File: src/rtl/div_iter.sv
// Iterative radix-2 restoring divider for the execute stage.
// Signed/unsigned, XLEN or 32-bit word mode, valid/ready both sides.
module div_iter #(
  parameter int XLEN = 64
) (
  input  logic            clk,
  input  logic            rst,
  input  logic            flush_i,
  input  logic            stall_i,
  input  logic            req_valid_i,
  output logic            req_ready_o,
  input  logic [XLEN-1:0] op_1_i,
  input  logic [XLEN-1:0] op_2_i,
  input  logic            signed_i,
  input  logic            word_i,
  output logic            resp_valid_o,
  input  logic            resp_ready_i,
  output logic [XLEN-1:0] quotient_o,
  output logic [XLEN-1:0] remainder_o
);

  localparam int CW = $clog2(XLEN);

  typedef enum logic [1:0] {
    IDLE,
    CALC,
    DONE
  } state_t;

  state_t          state_q, state_d;
  logic [CW-1:0]   cnt_q, cnt_d;
  logic [XLEN-1:0] rem_q, rem_d;
  logic [XLEN-1:0] dvd_q, dvd_d;
  logic [XLEN-1:0] dvs_q, dvs_d;
  logic            nq_q, nq_d;
  logic            nr_q, nr_d;
  logic            wd_q, wd_d;
  logic [XLEN-1:0] quo_d, rmd_d;

  function automatic logic [XLEN-1:0] sx32(
    input logic [31:0] v
  );
    return XLEN'($signed(v));
  endfunction

  function automatic logic [XLEN-1:0] fix(
    input logic [XLEN-1:0] v,
    input logic            neg,
    input logic            w
  );
    logic [XLEN-1:0] t;
    t = neg ? -v : v;
    return w ? sx32(t[31:0]) : t;
  endfunction

  logic            wd;
  logic [XLEN-1:0] op1_n, op2_n;
  logic [XLEN-1:0] abs1, abs2;
  logic [XLEN-1:0] min_n;
  logic            s1, s2;
  logic            div0, ovf;

  // Word operands are widened first so one XLEN-wide abs serves both modes
  always_comb begin
    wd = (XLEN == 64) && word_i;
    if (wd) begin
      op1_n = signed_i ? sx32(op_1_i[31:0])
                       : XLEN'(op_1_i[31:0]);
      op2_n = signed_i ? sx32(op_2_i[31:0])
                       : XLEN'(op_2_i[31:0]);
      min_n = sx32(32'h8000_0000);
      div0  = (op_2_i[31:0] == 32'h0);
    end else begin
      op1_n = op_1_i;
      op2_n = op_2_i;
      min_n = XLEN'(1) << (XLEN - 1);
      div0  = (op_2_i == '0);
    end
    s1   = signed_i && op1_n[XLEN-1];
    s2   = signed_i && op2_n[XLEN-1];
    abs1 = s1 ? -op1_n : op1_n;
    abs2 = s2 ? -op2_n : op2_n;
    ovf  = signed_i && (op1_n == min_n)
        && (op2_n == '1);
  end

  logic [XLEN:0]   rem_sh, trial;
  logic            qbit;
  logic [XLEN-1:0] rem_nx, dvd_nx;

  always_comb begin
    rem_sh = {rem_q, dvd_q[XLEN-1]};
    trial  = rem_sh - {1'b0, dvs_q};
    qbit   = ~trial[XLEN];
    rem_nx = qbit ? trial[XLEN-1:0]
                  : rem_sh[XLEN-1:0];
    dvd_nx = {dvd_q[XLEN-2:0], qbit};
  end

  always_comb begin
    state_d = state_q;
    cnt_d   = cnt_q;
    rem_d   = rem_q;
    dvd_d   = dvd_q;
    dvs_d   = dvs_q;
    nq_d    = nq_q;
    nr_d    = nr_q;
    wd_d    = wd_q;
    quo_d   = quotient_o;
    rmd_d   = remainder_o;
    req_ready_o  = (state_q == IDLE)
                && !stall_i && !flush_i;
    resp_valid_o = (state_q == DONE)
                && !stall_i && !flush_i;
    if (flush_i) begin
      state_d = IDLE;
    end else if (!stall_i) begin
      unique case (state_q)
        IDLE: begin
          if (req_valid_i) begin
            wd_d = wd;
            if (div0) begin
              quo_d   = '1;
              rmd_d   = fix(op_1_i, 1'b0, wd);
              state_d = DONE;
            end else if (ovf) begin
              quo_d   = fix(op_1_i, 1'b0, wd);
              rmd_d   = '0;
              state_d = DONE;
            end else begin
              // Word dividends are left-aligned so
              // the next bit is always the MSB
              cnt_d   = wd ? CW'(31) : CW'(XLEN-1);
              rem_d   = '0;
              dvd_d   = wd ? (abs1 << (XLEN - 32))
                           : abs1;
              dvs_d   = abs2;
              nq_d    = s1 ^ s2;
              nr_d    = s1;
              state_d = CALC;
            end
          end
        end
        CALC: begin
          rem_d = rem_nx;
          dvd_d = dvd_nx;
          if (cnt_q == '0) begin
            quo_d   = fix(dvd_nx, nq_q, wd_q);
            rmd_d   = fix(rem_nx, nr_q, wd_q);
            state_d = DONE;
          end else begin
            cnt_d = cnt_q - 1'b1;
          end
        end
        DONE: begin
          if (resp_ready_i) state_d = IDLE;
        end
        default: state_d = IDLE;
      endcase
    end
  end

  always_ff @(posedge clk or negedge rst) begin
    if (!rst) begin
      state_q     <= IDLE;
      cnt_q       <= '0;
      rem_q       <= '0;
      dvd_q       <= '0;
      dvs_q       <= '0;
      nq_q        <= 1'b0;
      nr_q        <= 1'b0;
      wd_q        <= 1'b0;
      quotient_o  <= '0;
      remainder_o <= '0;
    end else begin
      state_q     <= state_d;
      cnt_q       <= cnt_d;
      rem_q       <= rem_d;
      dvd_q       <= dvd_d;
      dvs_q       <= dvs_d;
      nq_q        <= nq_d;
      nr_q        <= nr_d;
      wd_q        <= wd_d;
      quotient_o  <= quo_d;
      remainder_o <= rmd_d;
    end
  end

endmodule

File: config.mk
export PLATFORM = sky130hd
export DESIGN_NAME = div_iter
export DESIGN_NICKNAME = d
export VERILOG_FILES = /design/src/rtl/div_iter.sv
export SDC_FILE = /design/constraint.sdc
export NUM_CORES = 1
export LEC_CHECK = 0
export CORE_ASPECT_RATIO = 0.6
export CORE_MARGIN = 2
export CORE_UTILIZATION = 35
export DETAILED_ROUTE_END_ITERATION = 10
export GPL_TIMING_DRIVEN = 0
export PLACE_DENSITY = 0.55
export SLEW_MARGIN = 25
export SYNTH_ARGS = -nofsm -noshare
export SYNTH_HDL_FRONTEND = slang
export SYNTH_SLANG_ARGS = --single-unit
File: constraint.sdc
create_clock -name clk -period 13.26 [get_ports clk]
set_input_delay 2.652 -clock clk [delete_from_list [all_inputs] [get_ports clk]]
set_output_delay 2.652 -clock clk [all_outputs]
set_load 0.01 [all_outputs]
# After elaboration in Yosys (flattened, before gate mapping)
# Index checks and enable logic that the tools add are counted.
dict set report word_totals {
  register_bits 331
  in_bits 136
  out_inout_bits 130
  word_cells 104
}
dict set report op_classes {
  add_sub_neg 6
  eq_ne 14
  muxes 47
  bitwise 6
  reduce_logical 21
}
# cell count
set op_table {}
lappend op_table {{$mux W64} 27}
lappend op_table {{$pmux W64 S2} 4}
lappend op_table {{$neg A64 Y64} 4}
lappend op_table {{$sub A65 B64 Y65} 1}
lappend op_table {{$eq A64 B64 Y1} 1}
lappend op_table {{$eq A64 B64 Y1 const B} 1}
lappend op_table {{$logic_not A64 Y1} 1}
lappend op_table {{$mux W63} 1}
lappend op_table {{$logic_not A32 Y1} 1}
lappend op_table {{$mux W6} 5}
lappend op_table {{$reduce_and A6 Y1} 3}
lappend op_table {{$mux W2} 7}
lappend op_table {{$ne A2 B2 Y1 const B} 6}
lappend op_table {{$ne A3 B3 Y1 const B} 4}
lappend op_table {{$pmux W6 S2} 1}
lappend op_table {{$logic_and A1 B1 Y1} 8}
lappend op_table {{$reduce_and A4 Y1} 2}
lappend op_table {{$reduce_and A7 Y1} 1}
lappend op_table {{$logic_not A6 Y1} 1}
lappend op_table {{$pmux W2 S3} 1}
lappend op_table {{$sub A6 B1 Y6 const B} 1}
lappend op_table {{$not A1 Y1} 5}
lappend op_table {{$eq A2 B1 Y1 const B} 1}
lappend op_table {{$eq A2 B2 Y1 const B} 1}
lappend op_table {{5 further kinds} 6}

# Depth between registers and ports, before layout
dict set report depth {
  depth_word 11
  ltp_mapped 28
  mapped_depth_nobuf 22
}

# Least setup slack after synthesis
# OpenSTA, ideal clock, no wires.
dict set report synth_timing {
  path_type {reg-to-reg}
  from {reg rem_q[8]}
  to {reg quotient_o[58]}
  setup_time_ns 0.121
  arrival_ns 6.519
  required_ns 13.139
  slack_ns 6.620
  path_stages_with_launch 27
  n_path_buf 7
  synth_period_minus_slack_ns 6.640
  cell_sequence {dfrtp_1 -> ha_1 -> a21oi_1 -> o221ai_2 -> nand2_1 -> a31oi_1 -> or4_1 -> o211a_1 -> inv_1 -> clkbuf_8 -> clkbuf_1 -> buf_2 -> buf_1 -> buf_1 -> buf_1 -> ha_1 -> nand2b_1 -> or2_2 -> or3_1 -> or2_2 -> or3_1 -> or3_1 -> clkbuf_1 -> o41ai_1 -> xor2_1 -> o21ai_0 -> a22o_1}
}
dict set report synth_via {
  elab_chain_len 7
}
# element line_no
set synth_rtl {}
lappend synth_rtl {{from (decl)} 32} ;# logic [XLEN-1:0] rem_q, rem_d;
lappend synth_rtl {{from (signal assigned)} 178} ;# rem_q <= rem_d;
lappend synth_rtl {{$sub A65 B64 Y65} 93} ;# trial = rem_sh - {1'b0, dvs_q};
lappend synth_rtl {{$not A1 Y1} 94} ;# qbit = ~trial[XLEN];
lappend synth_rtl {{$neg A64 Y64} 52} ;# t = neg ? -v : v;
lappend synth_rtl {{$mux W64} 52}
lappend synth_rtl {{$mux W64} 53} ;# return w ? sx32(t[31:0]) : t;
lappend synth_rtl {{$mux W64} 147} ;# if (cnt_q == '0) begin
lappend synth_rtl {{$pmux W64 S2} 118} ;# unique case (state_q)
lappend synth_rtl {{to (signal assigned)} 184} ;# quotient_o <= quo_d;
lappend synth_rtl {{to (decl)} 18} ;# output logic [XLEN-1:0] quotient_o,
# Every way passes these cells. The select of a mux whose other input is x is not followed.
# A chain may end at the register's enable or synchronous reset.

# Worst setup path in the final report
dict set report layout_timing {
  from {reg dvs_q[11]}
  to {reg quotient_o[54]}
}
dict set report layout_via {
  elab_chain_len 7
}
# element line_no
set layout_rtl {}
lappend layout_rtl {{from (decl)} 34} ;# logic [XLEN-1:0] dvs_q, dvs_d;
lappend layout_rtl {{from (signal assigned)} 180} ;# dvs_q <= dvs_d;
lappend layout_rtl {{$sub A65 B64 Y65} 93}
lappend layout_rtl {{$not A1 Y1} 94}
lappend layout_rtl {{$neg A64 Y64} 52}
lappend layout_rtl {{$mux W64} 52}
lappend layout_rtl {{$mux W64} 53}
lappend layout_rtl {{$mux W64} 147}
lappend layout_rtl {{$pmux W64 S2} 118}
# Every way passes these cells. The select of a mux whose other input is x is not followed.

==> impl_metrics.toml <==
[floorplan]
start_util = 0.354
coreArea_um2 = 79700
io_pins = 266
die_w_um = 371
die-area_um2 = 83000
die_h_um = 224
rows = 80

[hold_path]
hold_end = "dvs_q[55]$_DFFE_PN0P_"
min_delay_path_depth = 2
min_from = "dvs_q[55]$_DFFE_PN0P_"
min_path_type = "reg2reg"

[synth]
avgSynthCellArea_um2 = 7.72
synthesis.nets = 3863
synthFlopType = "dfrtp_1"
yosysTopAreaCellShare = 0.293
synth_area_leaders = "dfrtp_1 (29%), o21ai_0 (6.8%), nand2_1 (5.6%)"
yosys_warnings = 0
ys_ff_latch = 331
synth-async-reset-ratio = 1.00
syn_area_um2 = 28200
synth_cell_type_count = 116
yosysSeqAreaShare = 0.293
synth_largest_area_cell = "dfrtp_1"
synth_cells = 3655
synth_edf_count = 0

[global_route]
overflow = 0
grt_pass1_wl_um = 223000
grt_pass1_vias = 28963
grt_max_degree = 84
grtUsageTotal = 0.374
antenna_found_initial = 8

[routing]
wirelength_um = 160000
routed_via_density = 6.48
via_count = 32808
drc = 0
drt_first_pass_iters = 8
ant_nets = 0
drtIter0Drc = 5367
wl_per_cell_um = 31.7

[timing]
grt_setup_unrepaired = "no"
slew_viol_final = 0
setup_viol = 0
hold_violations = 0
finalClockSkew_ps = 53.8
period_needed_ps = 10830
fmax_mhz = 92.4
max_slew.worst_pin.slew_ps = 1240
fin_hold_ws_ps = 480
slew_headroom = 0.165
min_period_over_period = 0.816

[clock_tree]
path_clk_slew_ps = 60
cts-hold-fix-buffers = 0
cts.sinks = 331
cts_resized = 0
clock_path_buffers = 3
postCtsSetupBuffers = 0
htree_levels = 2
numCtsBuffers = 37
clock_insertion_delay_worst_skew_ps = 630
cts_tree = "built"
cts-root-buf = "clkbuf_16"

[cells_and_area]
multi_input_area_um2 = 18600
nFillCells = 8294
drive_above_1_share = 0.0619
layout_common_cells = "nand2_1 (424), o21ai_0 (384), nor2_1 (370), dfrtp_1 (331), a21oi_1 (282)"
regArea_um2 = 8280
syn2layout_area_growth_pct = 19.6
fin_cells = 5061
final_util = 0.424
layout_commonest_cell = "nand2_1"
fin_nets = 4171

[worst_setup_path]
max_stage_delay_ps = 840
path_class = "reg2reg"
required_ps = 13770
worstPathArrival_ps = 11330
crit_slowest_cell = "buf_1"
crit_path_start_kind = "flip-flop"
startpoint = "dvs_q[11]$_DFFE_PN0P_"
rr_worst_depth = 28
rrSetupSlack_ps = 2430
end_kind = "flip-flop"
crit_fanout = 10
reg2reg_from = "dvs_q[11]$_DFFE_PN0P_"
regToRegEndpoint = "quotient_o[54]$_DFFE_PN0P_"

[placement]
gp_congestion = 1.07
hpwl_um = 131000
post-place-cells = 4990
io_buffers = 261

[status]
status = "finished clean"

[run]
drv_cap = 0

[power]
power.total_mw = 4.12
leakage_nw = 13.6
ir_drop_mv = 0.0864
power.density_nw_per_um2 = 122
## report_power, final
group	internal (mW)	switching [mW]	total, mW	leakage [nW]
registers	1.13	0.142	1.27	4.35
logic	0.511	1.15	1.67	8.57
clock network	0.676	0.508	1.18	0.645
## worst max-delay path, delay by kind of cell (launching register included)
kind	cells	cell delay, ps
buf+inv	10	4530
simple gates	8	3340
compound gates	7	1570
fa+ha+maj	2	740
flops	1	360
xor+xnor	1	180
## layout make-up
| class | instances | area share |
|---|---|---|
| Clock buffer | 46 | 0.0305 |
| Inverter | 94 | 0.0104 |
| Antenna cell | 3 | 0.000222 |
| Buffer | 240 | 0.0325 |
| Timing Repair Buffer | 269 | 0.0825 |
| Multi-Input combinational cell | 2990 | 0.550 |
| Clock inverter | 22 | 0.00897 |
| Sequential cell | 331 | 0.245 |
| Tap cell | 1066 | 0.0395 |
## metrics by stage
stage	TNS, ps	cell area (µm²)	setup slack [ps]
after global placement	-2030010	32200	-6210
after CTS	0	33700	3120
after detailed placement	0	32400	3140
final	0	33800	2430
after global routing	0	33800	2390
after floorplan	0	28200	6620
## Yosys cell counts, types with 11 or more instances
library cell / number
xnor2_1: 141
nand2b_1: 23
mux2i_1: 56
nor4b_1: 11
nor4_1: 45
a31oi_1: 34
o41ai_1: 34
o211ai_1: 16
or3_1: 55
nor3_1: 100
a211oi_1: 53
mux2_2: 28
a21boi_0: 12
o21ai_0: 384
buf_2: 23
or2_2: 13
and2_1: 22
o31a_1: 12
nand3_1: 48
o22ai_1: 34
ha_1: 71
a22o_1: 37
clkbuf_1: 175
xor2_1: 111
o31ai_1: 64
o21ai_1: 13
dfrtp_1: 331
inv_1: 93
a21oi_1: 283
a22oi_1: 17
nand4_1: 71
o21a_1: 21
and4_1: 17
and3_1: 22
a221oi_1: 32
nor2b_1: 15
nor2_1: 371
nand2_1: 424
or4_1: 49
buf_1: 21
o211a_1: 12
a21o_1: 41
## cells by family after synthesis
kind of cell,share of synthesized area
flops,0.293
mux,0.0320
fa+ha+maj,0.0322
simple gates,0.231
xor+xnor,0.0782
buf+inv,0.0509
compound gates,0.282
## sequential cells by signal, summed over array words and instances, names as in the netlist
register,count
nq_q,1
cnt_q,6
wd_q,1
quotient_o,64
remainder_o,64
dvd_q,64
nr_q,1
rem_q,64
dvs_q,64
state_q,2
## worst max-delay path by stage
| stage | to | cells after the start |
|---|---|---|
| finish | quotient_o[54]$_DFFE_PN0P_ | 28 |
| global route | quotient_o[54]$_DFFE_PN0P_ | 27 |
| CTS | quotient_o[54]$_DFFE_PN0P_ | 27 |
| detailed placement | quotient_o[58]$_DFFE_PN0P_ | 27 |
| global placement | quotient_o[54]$_DFFE_PN0P_ | 1 |
| floorplan | quotient_o[58]$_DFFE_PN0P_ | 26 |
## metal layers
metal / global-route usage / up-vias / share of wire
li1: - / 14128 / -
met1: 0.572 / 16221 / 0.46
met2: 0.442 / 2254 / 0.35
met3: 0.208 / 197 / 0.18
met4: 0.0546 / 8 / 0.017
met5: 0.0216 / - / 0.0024
No activity file was read; power rests on OpenSTA's default activity.
